$ cat src/rtl/vend_controller.sv
// ---------------------------------------------------------------------------
// vend_controller
//
// Transaction stage that sits after the coin credit accumulator. It takes a
// snapshot of the accumulated balance when a product is selected or a refund
// is requested. It compares that balance with the product price and strobes
// dispense for one cycle. It then pays the remainder back coin by coin over a
// valid/ack handshake. Last, it strobes credit_clear so the credit stage
// zeroes its balance.
//
// Parameters
//   PRICE0..PRICE3  price of items 0..3 in currency units (0..255)
//
// Ports
//   clk            single clock; all state changes on the rising edge
//   reset_n        asynchronous, active-low reset
//   balance        current credit from the credit stage (unsigned, 8 bit)
//   select_valid   one-cycle request to buy item `select`
//   select         item index 0..3
//   cancel         one-cycle refund request (wins over select_valid)
//   change_ack     coin-return mechanism accepted the presented coin
//   busy           high in every state except IDLE
//   dispense       one-cycle strobe: release item dispense_item
//   dispense_item  item index while dispense is high, else 0
//   insufficient   one-cycle strobe: selection rejected, balance kept
//   change_valid   change_coin holds a coin to return
//   change_coin    one-hot coin code (5,10,20,50,100); 0 when not valid
//   credit_clear   one-cycle strobe: credit stage clears its balance
// ---------------------------------------------------------------------------
module vend_controller #(
    parameter int PRICE0 = 15,
    parameter int PRICE1 = 25,
    parameter int PRICE2 = 50,
    parameter int PRICE3 = 100
) (
    input  logic       clk,
    input  logic       reset_n,
    input  logic [7:0] balance,
    input  logic       select_valid,
    input  logic [1:0] select,
    input  logic       cancel,
    input  logic       change_ack,
    output logic       busy,
    output logic       dispense,
    output logic [1:0] dispense_item,
    output logic       insufficient,
    output logic       change_valid,
    output logic [4:0] change_coin,
    output logic       credit_clear
);

    typedef enum logic [2:0] {
        ST_IDLE     = 3'd0,
        ST_CHECK    = 3'd1,
        ST_DISPENSE = 3'd2,
        ST_CHANGE   = 3'd3,
        ST_CLEAR    = 3'd4
    } state_t;

    localparam int NUM_ITEMS = 4;
    localparam int NUM_COINS = 5;

    localparam int PRICES [NUM_ITEMS] = '{PRICE0, PRICE1, PRICE2, PRICE3};

    // Coin values in ascending order. Bit i of the one-hot coin code
    // corresponds to DENOM[i].
    localparam logic [7:0] DENOM [NUM_COINS] = '{8'd5, 8'd10, 8'd20, 8'd50, 8'd100};

    localparam logic [7:0] MIN_COIN = 8'd5;

    state_t     state_reg,        state_next;
    logic [7:0] remaining_reg,    remaining_next;
    logic [1:0] item_reg,         item_next;
    logic       insufficient_reg, insufficient_next;

    // ------------------------------------------------------------------
    // Price lookup for the latched item
    // ------------------------------------------------------------------
    logic [7:0] price_tbl [NUM_ITEMS];
    logic [7:0] price_sel;

    generate
        for (genvar gi = 0; gi < NUM_ITEMS; gi++) begin : g_price
            assign price_tbl[gi] = 8'(PRICES[gi]);
        end
    endgenerate

    assign price_sel = price_tbl[item_reg];

    // ------------------------------------------------------------------
    // Greedy coin selection.
    // The fits vector is a thermometer code: bit i is set when the
    // remainder covers DENOM[i]. Its highest set bit is the largest coin
    // that still fits. Masking each bit with the inverse of the bit above
    // it leaves only that highest bit, so the result is one-hot.
    // ------------------------------------------------------------------
    logic [NUM_COINS-1:0] fits;
    logic [NUM_COINS-1:0] coin_onehot;
    logic [7:0]           coin_term [NUM_COINS];
    logic [7:0]           coin_value;
    logic                 coin_avail;
    logic [7:0]           remaining_after;

    generate
        for (genvar gi = 0; gi < NUM_COINS; gi++) begin : g_coin
            assign fits[gi]      = (remaining_reg >= DENOM[gi]);
            assign coin_term[gi] = coin_onehot[gi] ? DENOM[gi] : 8'd0;
        end
    endgenerate

    assign coin_onehot = fits & ~{1'b0, fits[NUM_COINS-1:1]};
    assign coin_avail  = fits[0];

    always_comb begin
        coin_value = 8'd0;
        for (int i = 0; i < NUM_COINS; i++) begin
            coin_value = coin_value | coin_term[i];
        end
    end

    assign remaining_after = remaining_reg - coin_value;

    // ------------------------------------------------------------------
    // State register
    // ------------------------------------------------------------------
    always_ff @(posedge clk or negedge reset_n) begin
        if (!reset_n) begin
            state_reg        <= ST_IDLE;
            remaining_reg    <= 8'd0;
            item_reg         <= 2'd0;
            insufficient_reg <= 1'b0;
        end else begin
            state_reg        <= state_next;
            remaining_reg    <= remaining_next;
            item_reg         <= item_next;
            insufficient_reg <= insufficient_next;
        end
    end

    // ------------------------------------------------------------------
    // Next-state logic
    // ------------------------------------------------------------------
    always_comb begin
        state_next        = state_reg;
        remaining_next    = remaining_reg;
        item_next         = item_reg;
        insufficient_next = 1'b0;

        case (state_reg)
            ST_IDLE: begin
                // A refund request blocks any selection made in the same
                // cycle, even when there is nothing to refund.
                if (cancel) begin
                    if (balance >= MIN_COIN) begin
                        remaining_next = balance;
                        state_next     = ST_CHANGE;
                    end
                end else if (select_valid) begin
                    remaining_next = balance;
                    item_next      = select;
                    state_next     = ST_CHECK;
                end
            end

            ST_CHECK: begin
                if (remaining_reg >= price_sel) begin
                    remaining_next = remaining_reg - price_sel;
                    state_next     = ST_DISPENSE;
                end else begin
                    // The rejection strobe is registered, so it appears one
                    // cycle later while the FSM is already back in IDLE.
                    // No clear is issued, so the customer keeps the credit.
                    insufficient_next = 1'b1;
                    state_next        = ST_IDLE;
                end
            end

            ST_DISPENSE: begin
                state_next = coin_avail ? ST_CHANGE : ST_CLEAR;
            end

            ST_CHANGE: begin
                if (!coin_avail) begin
                    // A residual below the smallest coin is forfeited.
                    state_next = ST_CLEAR;
                end else if (change_ack) begin
                    remaining_next = remaining_after;
                    if (remaining_after < MIN_COIN) begin
                        state_next = ST_CLEAR;
                    end
                end
            end

            ST_CLEAR: begin
                state_next = ST_IDLE;
            end

            default: begin
                state_next = ST_IDLE;
            end
        endcase
    end

    // ------------------------------------------------------------------
    // Output decode. Outputs depend on registers only; no input reaches an
    // output in the same cycle.
    // ------------------------------------------------------------------
    always_comb begin
        busy          = (state_reg != ST_IDLE);
        dispense      = (state_reg == ST_DISPENSE);
        dispense_item = 2'd0;
        if (state_reg == ST_DISPENSE) begin
            dispense_item = item_reg;
        end
        insufficient  = insufficient_reg;
        change_valid  = (state_reg == ST_CHANGE) && coin_avail;
        change_coin   = 5'd0;
        if ((state_reg == ST_CHANGE) && coin_avail) begin
            change_coin = coin_onehot;
        end
        credit_clear  = (state_reg == ST_CLEAR);
    end

endmodule

$ cat config.mk
export PLATFORM = sky130hd
export DESIGN_NAME = vend_controller
export DESIGN_NICKNAME = d
export VERILOG_FILES = /design/src/rtl/vend_controller.sv
export SDC_FILE = /design/constraint.sdc
export NUM_CORES = 1
export LEC_CHECK = 0
export BUFFER_PORTS_ARGS = -buffer_cell sky130_fd_sc_hd__buf_4
export CORE_UTILIZATION = 52
export CTS_CLUSTER_DIAMETER = 40
export DETAILED_ROUTE_END_ITERATION = 12
export PLACE_DENSITY = 0.81
export SETUP_SLACK_MARGIN = 0.02
export SYNTH_ARGS = -nofsm -noshare
export SYNTH_HDL_FRONTEND = slang
export SYNTH_SLANG_ARGS = --single-unit
$ cat constraint.sdc
create_clock -name clk -period 3.1 [get_ports clk]
set_input_delay 0.31 -clock clk [delete_from_list [all_inputs] [get_ports clk]]
set_output_delay 0.31 -clock clk [all_outputs]
set_load 0.05 [all_outputs]
==> results of run 1 <==
==> metrics by stage <==
step                std cells  TNS [ns]   util  setup WS [ns]
finish                    322         0  0.752         0.0494
global route              322   -0.0502  0.752        -0.0255
CTS                       317         0  0.711         0.0374
detailed placement        312    -0.165  0.684        -0.0840
global placement          312         0  0.684         0.0216
floorplan                 225         0      -         0.0858
==> logic make-up (layout without fill, tap and decap cells) <==
group / count (synthesis) / after routing / synth area share
XOR/XNOR: 6 / 6 / 0.0308
flip-flops: 14 / 14 / 0.205
buffers and inverters: 25 / 78 / 0.0564
multiplexers: 3 / 3 / 0.0198
AND/OR/NAND/NOR: 86 / 86 / 0.240
AO/OA/AOI/OAI: 72 / 72 / 0.300
adder cells (fa/ha/maj): 19 / 19 / 0.148
==> worst max-delay path, cell delays in order, from the launching register on <==
cell and delay [ns]:
sky130_fd_sc_hd__dfrtp_2 0.47, sky130_fd_sc_hd__inv_1 0.12, sky130_fd_sc_hd__nand2_1 0.06, sky130_fd_sc_hd__o22ai_1 0.14, sky130_fd_sc_hd__nand3_1 0.15, sky130_fd_sc_hd__and3_1 0.22
sky130_fd_sc_hd__ha_2 0.35, sky130_fd_sc_hd__o21a_1 0.17, sky130_fd_sc_hd__o31a_1 0.24, sky130_fd_sc_hd__a21oi_2 0.07, sky130_fd_sc_hd__a211o_1 0.27, sky130_fd_sc_hd__or4b_1 0.53
sky130_fd_sc_hd__a21oi_1 0.16
==> layout by cell type (no fill, tap or decap), types with 4 or more instances in the layout <==
master                    Yosys  layout
sky130_fd_sc_hd__buf_4        0      55
sky130_fd_sc_hd__nor2_1      27      26
sky130_fd_sc_hd__nand2_1     21      20
sky130_fd_sc_hd__inv_1       19      19
sky130_fd_sc_hd__ha_1        17      14
sky130_fd_sc_hd__o21ai_0     13      11
sky130_fd_sc_hd__a21oi_1     14      11
sky130_fd_sc_hd__dfrtp_1     14      11
sky130_fd_sc_hd__nand3_1      8       8
sky130_fd_sc_hd__nor3_1       7       7
sky130_fd_sc_hd__nor2b_1      7       5
sky130_fd_sc_hd__xnor2_1      5       5
sky130_fd_sc_hd__a31oi_1      6       5
sky130_fd_sc_hd__a21oi_2      1       4
sky130_fd_sc_hd__o21a_1       4       4
==> worst min-delay path by stage <==
stage | from | endpoint | slack, ns | depth (start not counted)
3_5_place_dp | reset_n | insufficient | 0.17 | 1
3_3_place_gp | reset_n | item_reg[0] | 0.17 | 1
6_report | select[0] | item_reg[0] | 0.25 | 2
5_1_grt | select[1] | item_reg[1] | 0.25 | 2
2_1_floorplan | reset_n | insufficient | 0.01 | 0
4_1_cts | select[0] | item_reg[0] | 0.27 | 2
==> routing by layer <==
metal,GRT usage,part of all wire
met1,0.397,0.40
met2,0.526,0.49
met3,0.0633,0.094
met4,0.0986,0.025
met5,0,0
==> Yosys cell counts, types with 2 or more instances <==
library cell | instances | area [um2]
sky130_fd_sc_hd__nand3_1 | 8 | 40.0
sky130_fd_sc_hd__o221ai_1 | 2 | 17.5
sky130_fd_sc_hd__o31ai_1 | 4 | 30.0
sky130_fd_sc_hd__fa_1 | 2 | 40.0
sky130_fd_sc_hd__o21a_1 | 4 | 30.0
sky130_fd_sc_hd__a31oi_1 | 6 | 37.5
sky130_fd_sc_hd__a221oi_1 | 2 | 17.5
sky130_fd_sc_hd__nor4_1 | 2 | 12.5
sky130_fd_sc_hd__or3_1 | 2 | 12.5
sky130_fd_sc_hd__nand3b_1 | 3 | 22.5
sky130_fd_sc_hd__a21oi_1 | 14 | 70.1
sky130_fd_sc_hd__and3_1 | 3 | 18.8
sky130_fd_sc_hd__o21ai_0 | 13 | 65.1
sky130_fd_sc_hd__inv_1 | 19 | 71.3
sky130_fd_sc_hd__a211o_1 | 3 | 26.3
sky130_fd_sc_hd__nand2_1 | 21 | 78.8
sky130_fd_sc_hd__clkbuf_1 | 4 | 15.0
sky130_fd_sc_hd__o2111ai_1 | 2 | 17.5
sky130_fd_sc_hd__nand2b_1 | 2 | 12.5
sky130_fd_sc_hd__a211oi_1 | 3 | 22.5
sky130_fd_sc_hd__xnor2_1 | 5 | 43.8
sky130_fd_sc_hd__nor2_1 | 27 | 101
sky130_fd_sc_hd__o211ai_1 | 2 | 15.0
sky130_fd_sc_hd__a22o_1 | 2 | 17.5
sky130_fd_sc_hd__nor3_1 | 7 | 35.0
sky130_fd_sc_hd__mux2_2 | 3 | 33.8
sky130_fd_sc_hd__nor2b_1 | 7 | 43.8
sky130_fd_sc_hd__o311ai_0 | 2 | 17.5
sky130_fd_sc_hd__dfrtp_1 | 14 | 350
sky130_fd_sc_hd__buf_2 | 2 | 10.0
sky130_fd_sc_hd__ha_1 | 17 | 213
sky130_fd_sc_hd__o22ai_1 | 3 | 18.8
==> repair_timing <==
action                                  CTS  global route
resized for setup                         9            23
hold endpoints to repair                 14             0
setup buffers                             1             5
pin swaps                                 0             6
hold buffers                              1             0
endpoints found under the setup margin    3             8
==> final cells by class <==
type | instances | area (um2) | area share
multi-input cells | 186 | 1390 | 0.600
repair buffers | 56 | 423 | 0.183
clock buffers | 3 | 22.5 | 0.00972
well taps | 44 | 55.1 | 0.0238
inverters | 19 | 71.3 | 0.0308
flip-flops and latches | 14 | 354 | 0.153
==> run summary, run 1 <==
## Cells and area
* **Antenna Cells** 0
* **share of post-route cells with drive strength above 1** 0.324
* **Layout fillers** 232
* **number of nets in the layout** 314
* **area of all placed cells without fillers** 0.00232 mm2
* **Synth-to-Final Area Change** 35.6%
* **max reg flops** 8

## STA
* **number of hold violations in the final report** 0
* **minimum clock period after layout** 3.05 ns
* **worst hold margin** 0.255 ns
* **slew margin rel.** 0.509
* **worst slew pin tran** 0.737 ns
* **RSZ-0062 raised after global routing** true
* **Achievable Freq** 328 MHz
* **final number of setup-violating endpoints** 0
* **crit share post-route** 0.984
* **post-route clock skew** 0.00112 ns
* **Max Slew Vio Count** 0

## GRT
* **first-pass GRT wire length** 8.19 mm
* **total global routing track utilization** 0.312
* **number of antenna violations at the first check in global routing** 0
* **Remaining Overflow, GRT** 0
* **largest net degree at the start of global routing** 19
* **via count of the first global-routing pass** 1,838

## Synthesis
* **synthesized instance count** 225
* **cell area after technology mapping** 0.00171 mm2
* **number of storage elements in the synthesis netlist** 14
* **count of yosys warnings during synthesis** 0
* **sequential element share of the synthesized area** 0.205
* **main flop type after synthesis** sky130_fd_sc_hd__dfrtp_1
* **number of enable-type register cells in the synthesized netlist** 0
* **number of different library cells in the post-synthesis netlist** 47
* **Async SR Flop Fraction** 1.00
* **syn_nets** 259
* **Post-Synthesis Mean Instance Area** 7.59 um2

## Place
* **RePlAce Congestion** 0.950
* **Post-DP HPWL** 4.04 mm
* **Port Buf Inserts** 26
* **placed standard-cell area** 0.00211 mm2

## Setup path
* **flop2flop setup slack** 0.05 ns
* **maximum fanout along the worst path** 5
* **worst setup path endpoint** state_reg[2]
* **Reg2Reg Launch Point** remaining_reg[5]
* **critical path startpoint** remaining_reg[5]
* **required arrival time at the worst endpoint** 3.31 ns
* **kind of launch point of the worst setup path** flop
* **r2r endpoint** state_reg[2]
* **number of cells on the worst reg-to-reg path** 12
* **Setup crit end kind** flop
* **Critical Path AT** 3.26 ns
* **WS Path Type** flop to flop

## Status
* **outcome** finished, final reports clean

## Clock network
* **CTS tree** done
* **CTS Buffer Depth** 2
* **maximum level of the CTS H-tree** 1
* **post-CTS clock slew at the launch and capture registers of the worst setup and hold paths** 0.08 ns
* **number of clock sinks** 14
* **number of buffers added by the clock tree synthesis step** 3
* **clock root buffer** sky130_fd_sc_hd__clkbuf_4
* **clock insertion delay at the later pin of the skew report** 0.28 ns

## Die
* **die outline area** 0.00352 mm2
* **number of placement rows** 20
* **initial cell density of the core** 0.555
* **number of top-level design ports** 27
* **die span in y** 59.3 um
* **core box area** 0.00308 mm2
* **Die X-Extent** 59.3 um

## Route
* **detailed-route via count** 2,035
* **DRT antenna net count** 0
* **DRC violation total after the first TritonRoute iteration** 150
* **DRC violations left** 0
* **detailed-routing iteration count for the pre-antenna-repair pass** 6
* **total wirelength of the detailed-routed design** 5.61 mm
* **routed length per instance** 17.4 um
* **routed via count divided by cell count** 6.32

## Flow run
* **maximum capacitance violations** 0

## Worst hold path
* **type of the most critical hold path** input port to flop

Power of run 1 is not shown: default switching activity piles up to over one toggle a cycle in this logic, so the estimate is an artifact.
==> run 2, diff against run 1 <==
--- a/config.mk
+++ b/config.mk
@@ -6,7 +6,9 @@
 export NUM_CORES = 1
 export LEC_CHECK = 0
 export BUFFER_PORTS_ARGS = -buffer_cell sky130_fd_sc_hd__buf_4
-export CORE_UTILIZATION = 52
+export CELL_PAD_IN_SITES_DETAIL_PLACEMENT = 0
+export CELL_PAD_IN_SITES_GLOBAL_PLACEMENT = 1
+export CORE_UTILIZATION = 38
 export CTS_CLUSTER_DIAMETER = 40
 export DETAILED_ROUTE_END_ITERATION = 12
 export PLACE_DENSITY = 0.81
==> run 2 against run 1 <==
Compared with the run above:
- flip-flop and latch count is the same
- first-iteration DRC count fell by 19%
- highest routed layer unchanged
- critical endpoint unchanged
- sequential share of layout area decreased by 0.29 points
- worst hold slack better by 0.031 ns
==> run summary, run 2 (synthesized netlist as in run 1, its figures left out) <==
## Worst hold path
* **hold path start** select[0]
* **worst hold endpoint** item_reg[0]
* **hold path cells** 2, unchanged
* **type of the most critical hold path** input port to flop

## Setup path
* **delay-heaviest family, CP** compound AO/OA/AOI/OAI gates
* **Reg2Reg Launch Point** remaining_reg[3]
* **CP cell instances** nor2_4, a21oi_2, a211oi_2, nand2b_4, and2_1, ha_4, a211o_1, a211o_1, a21oi_2, o31ai_2, or4b_1, a21oi_1
* **kind of launch point of the worst setup path** flop
* **Critical Path AT** 3.16 ns, -0.10 ns
* **Setup crit end kind** flop
* **worst-path cell with the longest stage delay** sky130_fd_sc_hd__or4b_1
* **count of cell instances traversed by the critical path** 12, unchanged
* **CP peak stage delay** 0.51 ns, -0.02 ns
* **flop2flop setup slack** 0.12 ns, +0.07 ns
* **number of cells on the worst reg-to-reg path** 12, unchanged
* **r2r endpoint** state_reg[2]
* **maximum fanout along the worst path** 4, -1
* **WS Path Type** flop to flop
* **CP Buf/Inv Count** 0, -1
* **required arrival time at the worst endpoint** 3.28 ns, -0.03 ns

## Flow run
* **maximum capacitance violations** 0, unchanged

## Die
* **die span in y** 69.0 um, +16%
* **die outline area** 0.00477 mm2, +36%
* **Die X-Extent** 69.0 um, +16%
* **core box area** 0.00432 mm2, +40%
* **number of top-level design ports** 27, unchanged
* **number of placement rows** 24, +20%
* **initial cell density of the core** 0.395, -0.160

## GRT
* **Remaining Overflow, GRT** 0, unchanged
* **number of antenna violations at the first check in global routing** 0, unchanged
* **via count of the first global-routing pass** 1,642, -11%
* **total global routing track utilization** 0.210, -0.102
* **first-pass GRT wire length** 8.05 mm, -1.8%
* **largest net degree at the start of global routing** 22, +3

## Clock network
* **CTS Buffer Depth** 2, unchanged
* **maximum level of the CTS H-tree** 1, unchanged
* **CTS tree** done
* **number of buffers added by the clock tree synthesis step** 3, unchanged
* **clock root buffer** sky130_fd_sc_hd__clkbuf_8
* **clock insertion delay at the later pin of the skew report** 0.26 ns, -0.02 ns
* **post-CTS clock slew at the launch and capture registers of the worst setup and hold paths** 0.07 ns, about the same
* **number of clock sinks** 14, unchanged

## Place
* **Port Buf Inserts** 26, unchanged
* **number of cells in the design after placement** 316, +1.3%
* **Post-DP HPWL** 4.05 mm, +0.14%
* **RePlAce Congestion** 0.925, -2.7%

## Route
* **total wirelength of the detailed-routed design** 5.10 mm, -9.1%
* **routed via count divided by cell count** 5.69, -10%
* **detailed-route via count** 1,854, -8.9%
* **detailed-routing iteration count for the pre-antenna-repair pass** 4, -2
* **routed length per instance** 15.6 um, -10%
* **DRT antenna net count** 0, unchanged
* **DRC violations left** 0, unchanged
* **DRC violation total after the first TritonRoute iteration** 122, -19%

## STA
* **final number of setup-violating endpoints** 0, unchanged
* **worst hold margin** 0.285 ns, +0.0308 ns
* **minimum clock period after layout** 2.98 ns, -0.0665 ns
* **crit share post-route** 0.963, -0.0215
* **number of hold violations in the final report** 0, unchanged
* **worst slew pin tran** 0.418 ns, -0.319 ns
* **slew margin rel.** 0.721, +0.213
* **RSZ-0062 raised after global routing** false
* **Achievable Freq** 335 MHz, +2.2%
* **Max Slew Vio Count** 0, unchanged
* **post-route clock skew** 0.00906 ns, +0.00794 ns

## Cells and area
* **Synth-to-Final Area Change** 37.2%
* **share of post-route cells with drive strength above 1** 0.299, -0.0245
* **number of nets in the layout** 309, -1.6%
* **most common cell after layout, fill and taps aside** sky130_fd_sc_hd__buf_4
* **count of non-filler cells in the finished layout** 326, +1.2%
* **commonest cells after routing, fill and taps aside** sky130_fd_sc_hd__buf_4, sky130_fd_sc_hd__nor2_1, sky130_fd_sc_hd__nand2_1, sky130_fd_sc_hd__inv_1, sky130_fd_sc_hd__ha_1
* **Antenna Cells** 0, unchanged
* **max reg flops** 8, unchanged

## Status
* **outcome** finished, final reports clean

-- run 2: cell count changes in the layout (fill, tap and decap cells not counted), sizes merged --
cell    previous run  this run
buf               55        50
clkbuf             3         4
-- run 2: worst max path at each step --
stage	from	end
floorplan	remaining_reg[2]	state_reg[2]
global placement	remaining_reg[2]	state_reg[0]
detailed placement	remaining_reg[2]	state_reg[2]
CTS	remaining_reg[2]	state_reg[2]
global route	remaining_reg[3]	state_reg[2]
finish	remaining_reg[3]	state_reg[2]
-- run 2: layer usage --
| layer | vias up | routed length (um) | GRT usage |
|---|---|---|---|
| li1 | 931 | - | - |
| met1 | 869 | 2340 | 0.293 |
| met2 | 50 | 2450 | 0.339 |
| met3 | 4 | 290 | 0.0497 |
| met4 | 0 | 17 | 0.0249 |
| met5 | - | 0 | 0 |
-- run 2: repair_timing --
item,in CTS,in global routing
setup buffers,0,5
pin swaps,0,9
endpoints found under the hold margin,14,0
endpoints found under the setup margin,3,11
hold buffers,1,0
resized for setup,4,30
-- run 2: stage by stage --
stage | setup TNS (ns) | util | setup slack, ns | area (um2)
final | 0 | 0.542 | 0.116 | 2340
after global routing | 0 | 0.542 | 0.0182 | 2340
after CTS | 0 | 0.499 | 0.0564 | 2160
after detailed placement | -0.0771 | 0.482 | -0.0314 | 2090
after global placement | 0 | 0.482 | 0.0220 | 2090
after floorplan | 0 | - | 0.0858 | 1710
-- run 2: cell type report --
cell class	count	area [um2]
fill	420	1980
multi-input combinational	186	1400
timing repair buffer	51	397
sequential	14	352
inverter	19	71.3
tap	52	65.1
clock buffer	4	55.1
-- run 2: worst reg2reg max path, delay by kind of cell, from the launching register on --
family                     cells  cell delay, ns
DFF                            1            0.42
AOI/OAI and AO/OA              7            1.24
adders and majority gates      1            0.22
and+or+nand+nor                4            1.02
Power of run 2 is left out for the same reason.
==> run 3, diff against run 2 <==
--- a/config.mk
+++ b/config.mk
@@ -8,10 +8,10 @@
 export BUFFER_PORTS_ARGS = -buffer_cell sky130_fd_sc_hd__buf_4
 export CELL_PAD_IN_SITES_DETAIL_PLACEMENT = 0
 export CELL_PAD_IN_SITES_GLOBAL_PLACEMENT = 1
-export CORE_UTILIZATION = 38
+export CORE_UTILIZATION = 25
 export CTS_CLUSTER_DIAMETER = 40
 export DETAILED_ROUTE_END_ITERATION = 12
-export PLACE_DENSITY = 0.81
+export PLACE_DENSITY = 0.59
 export SETUP_SLACK_MARGIN = 0.02
 export SYNTH_ARGS = -nofsm -noshare
 export SYNTH_HDL_FRONTEND = slang
==> run 3 against run 2 <==
Compared with the run above:
- clock-buffer cell count decreased by 1
- global-route usage decreased by 4.8 points
- highest routed layer unchanged
- critical path depth unchanged
- critical path type unchanged
- first-iteration DRC count decreased by 24%
- cell area decreased by 3.0%
- final cell count increased by 8.6%
- register-to-register slack got worse by 0.03 ns
- via count decreased by 0.11%
- non-clock buffer count increased by 4
- routed wire length increased by 8.3%
==> run summary, run 3 (synthesized netlist as in run 1, its figures left out) <==
## Setup path
* **critical path startpoint** remaining_reg[2]
* **delay-heaviest family, CP** compound AO/OA/AOI/OAI gates
* **worst setup path endpoint** state_reg[2]
* **CP peak stage delay** 0.53 ns, +0.02 ns
* **count of cell instances traversed by the critical path** 12, unchanged
* **Most Frequent Cell on Critical Path** sky130_fd_sc_hd__a21oi_2
* **Critical Path AT** 3.19 ns, +0.03 ns
* **maximum fanout along the worst path** 4, unchanged
* **required arrival time at the worst endpoint** 3.28 ns, about the same
* **r2r endpoint** state_reg[2]
* **flop2flop setup slack** 0.09 ns, -0.03 ns
* **Setup crit end kind** flop
* **worst-path cell with the longest stage delay** sky130_fd_sc_hd__or4b_1
* **CP Buf/Inv Count** 0, unchanged
* **Reg2Reg Launch Point** remaining_reg[2]
* **kind of launch point of the worst setup path** flop
* **WS Path Type** flop to flop
* **CP cell instances** nor2_4, a21oi_2, a211oi_2, nand2b_1, and2_1, ha_1, a211o_1, a211o_1, a21oi_2, o31ai_1, or4b_1, a21oi_2
* **number of cells on the worst reg-to-reg path** 12, unchanged

## Die
* **number of top-level design ports** 27, unchanged
* **Die X-Extent** 84.7 um, +23%
* **die span in y** 84.7 um, +23%
* **initial cell density of the core** 0.264, -0.131
* **core box area** 0.00646 mm2, +49%
* **number of placement rows** 29, +21%
* **die outline area** 0.00717 mm2, +50%

## Clock network
* **maximum level of the CTS H-tree** 1, unchanged
* **number of buffers added by the clock tree synthesis step** 3, unchanged
* **CTS tree** done
* **CTS Buffer Depth** 2, unchanged
* **clock insertion delay at the later pin of the skew report** 0.25 ns, about the same
* **number of clock sinks** 14, unchanged
* **post-CTS clock slew at the launch and capture registers of the worst setup and hold paths** 0.06 ns, about the same
* **clock root buffer** sky130_fd_sc_hd__clkbuf_8

## Route
* **uppermost metal layer occupied by signal nets** met4
* **DRC violations left** 0, unchanged
* **detailed-routing iteration count for the pre-antenna-repair pass** 4, unchanged
* **length of routed met2 wiring** 2.59 mm, +5.8%
* **DRT antenna net count** 0, unchanged
* **routed length per instance** 15.6 um, -0.27%
* **Met3 Routed Length** 259 um, -11%
* **met1 layer wirelength in the final routing** 2.63 mm, +13%
* **DRC violation total after the first TritonRoute iteration** 93, -24%
* **total wirelength of the detailed-routed design** 5.52 mm, +8.3%
* **routed via count divided by cell count** 5.23, -8.0%
* **detailed-route via count** 1,852, -0.11%

## Place
* **pre-CTS WS** -0.0119 ns, +0.0196 ns
* **RePlAce Congestion** 0.767, -17%
* **Port Buf Inserts** 26, unchanged
* **Post-DP HPWL** 4.61 mm, +14%

## STA
* **post-route clock skew** 0.00372 ns, -0.00533 ns
* **RSZ-0062 raised after global routing** true
* **number of hold violations in the final report** 0, unchanged
* **slew margin rel.** 0.570, -0.151
* **worst hold margin** 0.290 ns, +0.00436 ns
* **worst slew pin tran** 0.645 ns, +0.227 ns
* **Final TNS setup** 0 ns, unchanged
* **Achievable Freq** 332 MHz, -0.99%
* **minimum clock period after layout** 3.01 ns, +0.0297 ns
* **final number of setup-violating endpoints** 0, unchanged
* **crit share post-route** 0.972, +0.00958
* **final worst-path setup slack** 0.0862 ns, -0.0297 ns
* **Max Slew Vio Count** 0, unchanged

## Cells and area
* **max reg flops** 8, unchanged
* **most common cell after layout, fill and taps aside** sky130_fd_sc_hd__buf_4
* **Antenna Cells** 0, unchanged
* **Synth-to-Final Area Change** 33.0%
* **number of nets in the layout** 313, +1.3%
* **commonest cells after routing, fill and taps aside** sky130_fd_sc_hd__buf_4, sky130_fd_sc_hd__nor2_1, sky130_fd_sc_hd__nand2_1, sky130_fd_sc_hd__inv_1, sky130_fd_sc_hd__ha_1
* **share of post-route cells with drive strength above 1** 0.267, -0.0321

## GRT
* **Remaining Overflow, GRT** 0, unchanged
* **first-pass GRT wire length** 8.95 mm, +11%
* **via count of the first global-routing pass** 1,742, +6.1%
* **largest net degree at the start of global routing** 19, -14%
* **number of antenna violations at the first check in global routing** 0, unchanged
* **total global routing track utilization** 0.162, -0.0484

## Status
* **outcome** finished, final reports clean

## Worst hold path
* **type of the most critical hold path** input port to flop

## Flow run
* **maximum capacitance violations** 0, unchanged

## run 3: cell types whose count changed in the layout (fill, tap and decap cells not counted), moves of 2 or more
cell                       before  now
sky130_fd_sc_hd__ha_1          14   16
sky130_fd_sc_hd__buf_4         47   53
sky130_fd_sc_hd__nor2b_4        2    0
sky130_fd_sc_hd__nor2b_1        5    7
sky130_fd_sc_hd__o311ai_2       2    0
sky130_fd_sc_hd__o311ai_0       0    2
sky130_fd_sc_hd__buf_6          3    1
sky130_fd_sc_hd__ha_4           2    0
## run 3: how the worst min path moves through the flow
| stage | start | to | slack, ns | cells past startpoint |
|---|---|---|---|---|
| after floorplan | reset_n | insufficient | 0.01 | 0 |
| after global placement | reset_n | item_reg[0] | 0.19 | 1 |
| after detailed placement | reset_n | item_reg[0] | 0.19 | 1 |
| after CTS | select[1] | item_reg[1] | 0.29 | 2 |
| after global routing | select[1] | item_reg[1] | 0.29 | 2 |
| final | select[1] | item_reg[1] | 0.29 | 2 |
## run 3: repair_timing
item,CTS,global route
pin swaps,0,2
resized for setup,1,12
hold endpoints to repair,14,0
buffers inserted,0,2
hold buffers,1,0
gates cloned,0,0
endpoints found under the setup margin,3,6
## run 3: per-stage QoR
stage | cells | cell area (um2) | util
global placement | 348 | 2170 | 0.336
global route | 354 | 2270 | 0.352
floorplan | 225 | 1710 | -
detailed placement | 348 | 2170 | 0.336
CTS | 352 | 2220 | 0.344
finish | 354 | 2270 | 0.352
## run 3: layer usage
layer / track usage / up-vias
li1: - / 940
met1: 0.218 / 868
met2: 0.271 / 40
met3: 0.0315 / 4
met4: 0.0293 / 0
met5: 0 / -
## run 3: final cells by class
type / instances / area [um2]
inverter: 19 / 71.3
sequential: 14 / 353
fill: 707 / 4190
timing repair buffer: 55 / 419
clock buffer: 3 / 41.3
multi-input combinational: 186 / 1290
tap: 77 / 96.3
Power of run 3 is left out for the same reason.
